==> config.mk <==
export PLATFORM = sky130hd
export DESIGN_NAME = resize_ctrl_flat
export DESIGN_NICKNAME = d
export VERILOG_FILES = /design/src/rtl/resize_ctrl_if.sv /design/src/rtl/resize_ctrl.sv /design/src/flat_wrapper.sv
export SDC_FILE = /design/constraint.sdc
export NUM_CORES = 1
export LEC_CHECK = 0
export BUFFER_PORTS_ARGS = -buffer_cell sky130_fd_sc_hd__buf_2
export CORE_AREA = 3 3 64 66
export CTS_BUF_LIST = sky130_fd_sc_hd__clkbuf_4
export CTS_CLUSTER_DIAMETER = 100
export CTS_CLUSTER_SIZE = 28
export DETAILED_ROUTE_END_ITERATION = 8
export DIE_AREA = 0 0 67 69
export GPL_ROUTABILITY_DRIVEN = 1
export GPL_TIMING_DRIVEN = 0
export PLACE_DENSITY = 0.74
export SKIP_LAST_GASP = 1
export SLEW_MARGIN = 20
export SYNTH_ARGS = -nofsm -noshare
export SYNTH_HDL_FRONTEND = slang
export SYNTH_SLANG_ARGS = --single-unit
==> constraint.sdc <==
create_clock -name clk -period 2.25 [get_ports clk]
set_input_delay 0.225 -clock clk [delete_from_list [all_inputs] [get_ports clk]]
set_output_delay 0.225 -clock clk [all_outputs]
set_load 0.05 [all_outputs]
==> src/rtl/resize_ctrl_if.sv <==
// Handshake bundle between the frame source/sink and resize_ctrl.
// slave = controller side, master = upstream source and downstream observer.
interface resize_ctrl_if;
  logic start;
  logic s_valid;
  logic s_data;
  logic s_ready;
  logic din_valid;
  logic din;
  logic cal_valid;
  logic out_valid;
  logic out_last;
  logic frame_done;
  logic busy;

  modport slave (
    input  start, s_valid, s_data,
    output s_ready, din_valid, din, cal_valid, out_valid, out_last, frame_done, busy
  );

  modport master (
    output start, s_valid, s_data,
    input  s_ready, din_valid, din, cal_valid, out_valid, out_last, frame_done, busy
  );
endinterface

==> src/rtl/resize_ctrl.sv <==
// Frame sequencer for the 2x2 majority downscaler; pixels pass straight through (0 cycles), Dout valid 2 cycles after a push.
// Backpressure: s_ready high only while streaming; s_valid gaps freeze k and the window, only output timing changes.
module resize_ctrl #(
  parameter int IMG_W = 64,
  parameter int IMG_H = 128
) (
  input  logic          clk,
  input  logic          rst_n,
  resize_ctrl_if.slave  io
);
  localparam int NPIX  = IMG_W * IMG_H;
  localparam int OFS   = 2 * IMG_W + 2;
  localparam int KLAST = NPIX + IMG_W;
  localparam int NOUT  = NPIX / 4;
  localparam int KW    = $clog2(KLAST + 1);
  localparam int OW    = $clog2(NOUT);

  typedef enum logic [1:0] {S_IDLE, S_STREAM, S_FLUSH, S_DRAIN} state_t;

  state_t          r_state;
  state_t          w_state_nxt;
  logic [KW-1:0]   r_k;
  logic [OW-1:0]   r_out_cnt;
  logic            r_cal_valid;
  logic            r_out_valid;
  logic            w_s_ready;
  logic            w_din_valid;
  logic            w_din;
  logic            w_start_acc;
  logic            w_last;
  logic            w_cal_nxt;
  logic [KW-1:0]   w_j;
  logic [KW-1:0]   w_row;
  logic [KW-1:0]   w_col;

  assign w_start_acc = (r_state == S_IDLE) && io.start;
  assign w_last      = r_out_valid && (r_out_cnt == OW'(NOUT - 1));

  always_ff @(posedge clk or negedge rst_n) begin
    if (!rst_n) begin
      r_state <= S_IDLE;
    end else begin
      r_state <= w_state_nxt;
    end
  end

  always_comb begin
    w_state_nxt = r_state;
    w_s_ready   = 1'b0;
    w_din_valid = 1'b0;
    w_din       = 1'b0;
    case (r_state)
      S_IDLE: begin
        if (io.start) w_state_nxt = S_STREAM;
      end
      S_STREAM: begin
        w_s_ready   = 1'b1;
        w_din_valid = io.s_valid;
        w_din       = io.s_data;
        if (io.s_valid && (r_k == KW'(NPIX - 1))) w_state_nxt = S_FLUSH;
      end
      S_FLUSH: begin
        // zero pixels push the last row pair through the line buffer
        w_din_valid = 1'b1;
        if (r_k == KW'(KLAST)) w_state_nxt = S_DRAIN;
      end
      S_DRAIN: begin
        if (w_last) w_state_nxt = S_IDLE;
      end
      default: w_state_nxt = S_IDLE;
    endcase
  end

  // window loaded by push k has top-left pixel j = k - OFS; compute only even-row/even-col blocks
  assign w_j       = r_k - KW'(OFS);
  assign w_row     = w_j / KW'(IMG_W);
  assign w_col     = w_j % KW'(IMG_W);
  assign w_cal_nxt = w_din_valid && (r_k >= KW'(OFS)) && !w_row[0] && !w_col[0];

  always_ff @(posedge clk or negedge rst_n) begin
    if (!rst_n) begin
      r_k         <= '0;
      r_out_cnt   <= '0;
      r_cal_valid <= 1'b0;
      r_out_valid <= 1'b0;
    end else begin
      r_cal_valid <= w_cal_nxt;
      r_out_valid <= r_cal_valid;
      if (w_start_acc) begin
        r_k       <= '0;
        r_out_cnt <= '0;
      end else begin
        if (w_din_valid) r_k <= r_k + KW'(1);
        if (r_out_valid) r_out_cnt <= r_out_cnt + OW'(1);
      end
    end
  end

  assign io.s_ready    = w_s_ready;
  assign io.din_valid  = w_din_valid;
  assign io.din        = w_din;
  assign io.cal_valid  = r_cal_valid;
  assign io.out_valid  = r_out_valid;
  assign io.out_last   = w_last;
  assign io.frame_done = w_last;
  assign io.busy       = (r_state != S_IDLE);
endmodule

==> src/flat_wrapper.sv <==
// flat-port wrapper written by rule: the top's interface ports become plain ports
module resize_ctrl_flat 
#(
  parameter int IMG_W = 64,
  parameter int IMG_H = 128
)
  (clk, rst_n, io_start, io_s_valid, io_s_data, io_s_ready, io_din_valid, io_din, io_cal_valid, io_out_valid, io_out_last, io_frame_done, io_busy);
  resize_ctrl_if io_i ();
  input  logic clk;
  input  logic rst_n;
  input wire logic [$bits(io_i.start)-1:0] io_start;
  input wire logic [$bits(io_i.s_valid)-1:0] io_s_valid;
  input wire logic [$bits(io_i.s_data)-1:0] io_s_data;
  output wire logic [$bits(io_i.s_ready)-1:0] io_s_ready;
  output wire logic [$bits(io_i.din_valid)-1:0] io_din_valid;
  output wire logic [$bits(io_i.din)-1:0] io_din;
  output wire logic [$bits(io_i.cal_valid)-1:0] io_cal_valid;
  output wire logic [$bits(io_i.out_valid)-1:0] io_out_valid;
  output wire logic [$bits(io_i.out_last)-1:0] io_out_last;
  output wire logic [$bits(io_i.frame_done)-1:0] io_frame_done;
  output wire logic [$bits(io_i.busy)-1:0] io_busy;
  assign io_i.start = io_start;
  assign io_i.s_valid = io_s_valid;
  assign io_i.s_data = io_s_data;
  assign io_s_ready = io_i.s_ready;
  assign io_din_valid = io_i.din_valid;
  assign io_din = io_i.din;
  assign io_cal_valid = io_i.cal_valid;
  assign io_out_valid = io_i.out_valid;
  assign io_out_last = io_i.out_last;
  assign io_frame_done = io_i.frame_done;
  assign io_busy = io_i.busy;
  resize_ctrl #(.IMG_W(IMG_W), .IMG_H(IMG_H)) u_core (.clk(clk), .rst_n(rst_n), .io(io_i));
endmodule
== Word-level counts from Yosys, hierarchy flattened ==
Cells that the tools add are included.
Widths: inputs -> output; s select.
Operators by class
  shift operators: 0
  multiplexer cells: 12
  add/subtract/negate cells: 3
  order comparisons: 1
  div/mod/pow operators: 0
  multipliers: 0
  reductions and logical operators: 13
  equal/unequal tests: 10
  bitwise logic cells: 0
Operators with widths (count)
  $mux 14: 2
  $mux 11: 2
  $add 14x1->14 const B: 1
  $eq 14x13->1 const B: 1
  $eq 14x14->1 const B: 1
  $ge 14x8->1 const B: 1
  $add 11x1->11 const B: 1
  $eq 11x11->1 const B: 1
  $mux 2: 4
  $pmux 2 s4: 1
  $sub 7x2->7 const B: 1
  $logic_and 1x1->1: 6
  $reduce_bool 2->1: 3
  $eq 2x2->1 const B: 2
  $ne 2x1->1 const B: 2
  $ne 2x2->1 const B: 2
  $reduce_and 4->1: 1
  $eq 2x1->1 const B: 1
  $logic_not 1->1: 2
  $logic_not 2->1: 1
  $mux 1: 2
  $pmux 1 s2: 1
Word-level totals
  input bits: 5
  ROM bits: 0
  output and inout port bits: 8
  bits in latches: 0
  RAM bits: 0
  memories: 0
  word-level logic and storage cells: 44
  bits in registers: 29

== Longest topological paths before layout ==
  word-level depth: 5
  gate-level depth with buffers: 7
  depth with buffers taken out: 6

== Least setup slack after synthesis ==
Ideal clock, no wire load.
  kind: register to output
  start: reg u_core.r_out_valid, in the netlist u_core.io.out_valid
  end: out io_out_last
  arrival: 3066 ps
  path buffers: 1
  data required time: 2025 ps
  cell stages (with the launch flop): 4
  setup slack: -1041 ps
  cells stage by stage: dfrtp_1 -> nand4_1 -> nor4_1 -> buf_4
On the way
  longest elaborated chain between the ends: 1
RTL lines
  from (decl): RTL line resize_ctrl.sv:25  | logic r_out_valid;
  from (signal assigned): RTL line resize_ctrl.sv:88  | r_out_valid <= r_cal_valid;
  $logic_and 1x1->1: RTL line resize_ctrl.sv:37  | assign w_last = r_out_valid && (r_out_cnt == OW'(NOUT - 1));
  to (decl): RTL line flat_wrapper.sv:19  | output wire logic [$bits(io_i.out_last)-1:0] io_out_last;
Every way passes these cells.

== Worst setup path in the final report ==
  start: reg u_core.r_state[1]
  end: reg u_core.r_k[13]
On the way
  longest elaborated chain between the ends: 3
  elaborated cells between the ends (all ways): 7
  classes of those cells: 2 x eq/ne; 2 x mux; 3 x reduce/logical
RTL lines
  from (decl): RTL line resize_ctrl.sv:20  | state_t r_state;
  from (signal assigned): RTL line resize_ctrl.sv:43  | r_state <= w_state_nxt;
  $eq 2x2->1, or another cell as far along: RTL line resize_ctrl.sv:52  | case (r_state)
  $pmux 1 s2 or $logic_and 1x1->1 (tied branches): RTL line resize_ctrl.sv:52, resize_ctrl.sv:36
  $reduce_bool 2->1 (no line) or $mux 14 (tied branches)
  to (signal assigned): RTL line resize_ctrl.sv:93  | if (w_din_valid) r_k <= r_k + KW'(1);
  to (decl): RTL line resize_ctrl.sv:22  | logic [KW-1:0] r_k;
Parallel ways exist; a longest one is shown, timed or not.
A chain may end at the register's enable or synchronous reset.

==> impl_metrics.py <==
metrics = {
    "clock_tree": {
        "clock_latency_ns": 0.34,
        "clk_pin_slew_ns": 0.09,
        "cts_root_buf": "clkbuf_4",
        "cts_tree": "done",
        "clockBufferDepth": 2,
        "cts_buffers": 5,
        "numClockSinks": 29,
        "htreeDepth": 2,
    },
    "route": {
        "wl_um": 3200,
        "antenna_left": 0,
        "drc": 0,
        "viasPerCell": 5.38,
        "drt-wirelength-per-cell_um": 13.3,
        "dr.first_iter.drc_count": 37,
        "vias": 1292,
        "first_pass_iters": 4,
    },
    "synthesis": {
        "synthCells": 168,
        "synthDominantCellAreaShare": 0.462,
        "synth.area.top_cells": "dfrtp_1, ha_1, xnor2_1, nor2_1, xor2_1",
        "ys_seq_elements": 29,
        "yosys_warnings": 0,
        "synth_area_leader_cell": "dfrtp_1",
        "synth-edff-count": 0,
        "synth.cell_area_um2": 1570,
        "yosysUniqueCellTypes": 28,
        "avgSynthCellArea_um2": 9.35,
        "ys_seq_area_frac": 0.462,
        "ys.flop_type": "dfrtp_1",
        "synth_nets": 180,
        "synthArstFlopShare": 1.00,
    },
    "pwr": {
        "power_density_nw_per_um2": 458,
        "p_seq_frac": 0.623,
        "ir_drop_v": 0.000299,
        "p_sw_mw": 0.186,
        "internal_power_mw": 0.650,
        "clkPwrFrac": 0.359,
        "p_leak_nw": 0.794,
        "pwr-share-comb": 0.018,
        "swShare": 0.223,
        "p_total_mw": 0.836,
    },
    "global_routing": {
        "track_usage": 0.153,
        "grt_pass1_vias": 1156,
        "grt_overflow": 0,
        "antenna_found_initial": 0,
        "grt_pass1_wl_um": 5220,
        "grt_max_degree": 30,
    },
    "layout": {
        "nets": 204,
        "drive_gt1_frac": 0.161,
        "multi_input_area_um2": 827,
        "diodes": 0,
        "fill_cells": 343,
        "syn_to_final_growth_pct": 16.0,
        "register_area_um2": 726,
    },
    "setup_path": {
        "cpPeakStageDelay_ns": 0.50,
        "cp_cell_sequence": "inv_1, ha_4, inv_2, or4_1, buf_2, or4_1, a21oi_1",
        "endpoint_kind": "flop",
        "cp_max_fo": 10,
        "reg2reg_to": "u_core.r_k[13]$_DFFE_PN0P_",
        "critPathKind": "flop to flop",
        "startpoint_type": "flop",
        "rr_startpoint": "u_core.r_state[1]$_DFFE_PN0P_",
        "critPathArrivalTime_ns": 2.47,
        "cp_common_cell": "or4_1",
        "rrSetupSlack_ns": 0.05,
        "worst_path_max_delay_cell": "or4_1",
        "crit_required_ns": 2.52,
        "reg2reg_depth": 7,
    },
    "die": {
        "die_area_um2": 4620,
        "initial_core_util": 0.433,
        "core_um2": 3630,
        "dieWidth_um": 67,
        "io_pins": 13,
        "num_rows": 22,
        "dieHeight_um": 69,
    },
    "sta": {
        "finalHoldViolations": 0,
        "min_period_over_period": 0.978,
        "drv_slew": 0,
        "finalSetupTns_ns": 0,
        "clock.fmax_ghz": 0.455,
        "min_period_ns": 2.20,
        "slew_headroom": 0.578,
        "setup_viol": 0,
        "skew_ns": 0.00693,
        "worst_slew_pin_slew_ns": 0.633,
    },
    "placed_design": {
        "dpl.hpwl_um": 2240,
        "io_buffer_count": 12,
        "gp_congestion": 0.813,
    },
    "run": {
        "drv_cap": 0,
    },
    "hold_path": {
        "min_path_type": "input port to flop",
        "min_delay_path_depth": 4,
        "min_from": "io_start",
        "holdPathEnd": "u_core.r_state[0]$_DFFE_PN0P_",
    },
    "run_status": {
        "status": "completed",
    },
}
-- through the flow --
stage                     setup slack (ns)   util  instance area [µm²]  hold slack, ns  cells
final                               0.0499  0.502                 1820           0.357    240
after global routing               -0.0311  0.502                 1820           0.361    240
after CTS                           0.0123  0.487                 1770           0.319    236
after detailed placement          -0.00490  0.470                 1710           0.285    228
after global placement              0.0408  0.470                 1710           0.287    228
after floorplan                    -0.0675      -                 1590         -0.0706    168
-- critical path: cells and delay by family (launching register included) --
family	cells	cell delay, ns
compound gates	1	0.15
fa+ha+maj	1	0.32
buf+inv	3	0.36
flops	1	0.39
simple gates	2	0.91
-- worst max path at each step --
stage,slack (ns),from,endpoint
after floorplan,-0.07,u_core.io.out_valid$_DFF_PN0_,io_out_last
after global placement,0.04,u_core.r_state[0]$_DFFE_PN0P_,u_core.r_k[11]$_DFFE_PN0P_
after detailed placement,-0.005,u_core.r_state[0]$_DFFE_PN0P_,u_core.r_k[13]$_DFFE_PN0P_
after CTS,0.01,u_core.r_state[0]$_DFFE_PN0P_,u_core.r_k[13]$_DFFE_PN0P_
after global routing,-0.03,u_core.r_state[1]$_DFFE_PN0P_,u_core.r_k[11]$_DFFE_PN0P_
final,0.05,u_core.r_state[1]$_DFFE_PN0P_,u_core.r_k[13]$_DFFE_PN0P_
-- cell usage after synthesis, types with 2 or more instances --
cell type  count
a21oi_1       11
and2_1         3
and4_1         3
clkbuf_1       4
dfrtp_1       29
ha_1           7
inv_1          8
mux2i_1        2
nand2_1       15
nand2b_1       2
nand3_1        8
nand4_1        8
nor2_1        17
nor3_1         4
nor4_1         5
o21ai_0        3
o31ai_1        4
o41ai_1        3
or2_2          2
or3_1          3
or4_1          7
xnor2_1        8
xor2_1         7
-- metal layers --
metal | part of all wire | global-route usage
met5 | 0 | 0
met4 | 0.029 | 0.101
met3 | 0.041 | 0.0440
met2 | 0.48 | 0.234
met1 | 0.45 | 0.182
-- cell type report --
| cell class | instances | share of cell area |
|---|---|---|
| multi-input combinational | 124 | 0.454 |
| sequential | 29 | 0.398 |
| timing repair buffer | 17 | 0.0549 |
| tap | 48 | 0.0329 |
| clock buffer | 6 | 0.0247 |
| inverter | 9 | 0.0185 |
| buffer | 6 | 0.0151 |
| clock inverter | 1 | 0.00206 |
-- flip-flops by register name (all words and copies together) (netlist names) --
register and cells:
u_core.io.cal_valid 1, u_core.io.out_valid 1, u_core.r_k 14, u_core.r_out_cnt 11, u_core.r_state 2
-- kinds of logic (layout without fill, tap and decap cells) --
group,after synthesis,count (layout),synth area share
AOI/OAI and AO/OA,23,23,0.0908
muxes,2,2,0.0127
DFF,29,29,0.462
buffers and inverters,15,39,0.0390
adders and majority gates,7,7,0.0557
and+or+nand+nor,77,77,0.256
xor gates and xnor gates,15,15,0.0836
-- cells in the final DEF (no fill, tap or decap), drive strengths merged, types with 4 or more instances in the layout --
cell / instances
a21oi: 11
buf: 18
clkbuf: 10
dfrtp: 29
ha: 7
inv: 9
nand2: 15
nand3: 8
nand4: 8
nor2: 17
nor3: 4
nor4: 5
o31ai: 4
or4: 7
xnor2: 8
xor2: 7
-- power groups by stage --
stage	clock network, mW	registers (mW)	logic [mW]
after global routing	0.346	0.521	0.0181
after CTS	0.311	0.521	0.0162
final	0.300	0.521	0.0151
after floorplan	0	0.531	0.000685
after global placement	0	0.531	0.0149
after detailed placement	0	0.531	0.0148
-- what timing repair did --
item	in CTS	in global routing
endpoints found under the hold margin	29	0
pin swaps	0	1
hold buffers	1	0
endpoints found under the setup margin	2	5
gates resized for setup	1	3
setup buffers	0	4
gates cloned	0	0
Power figures use the tool's default switching activity.
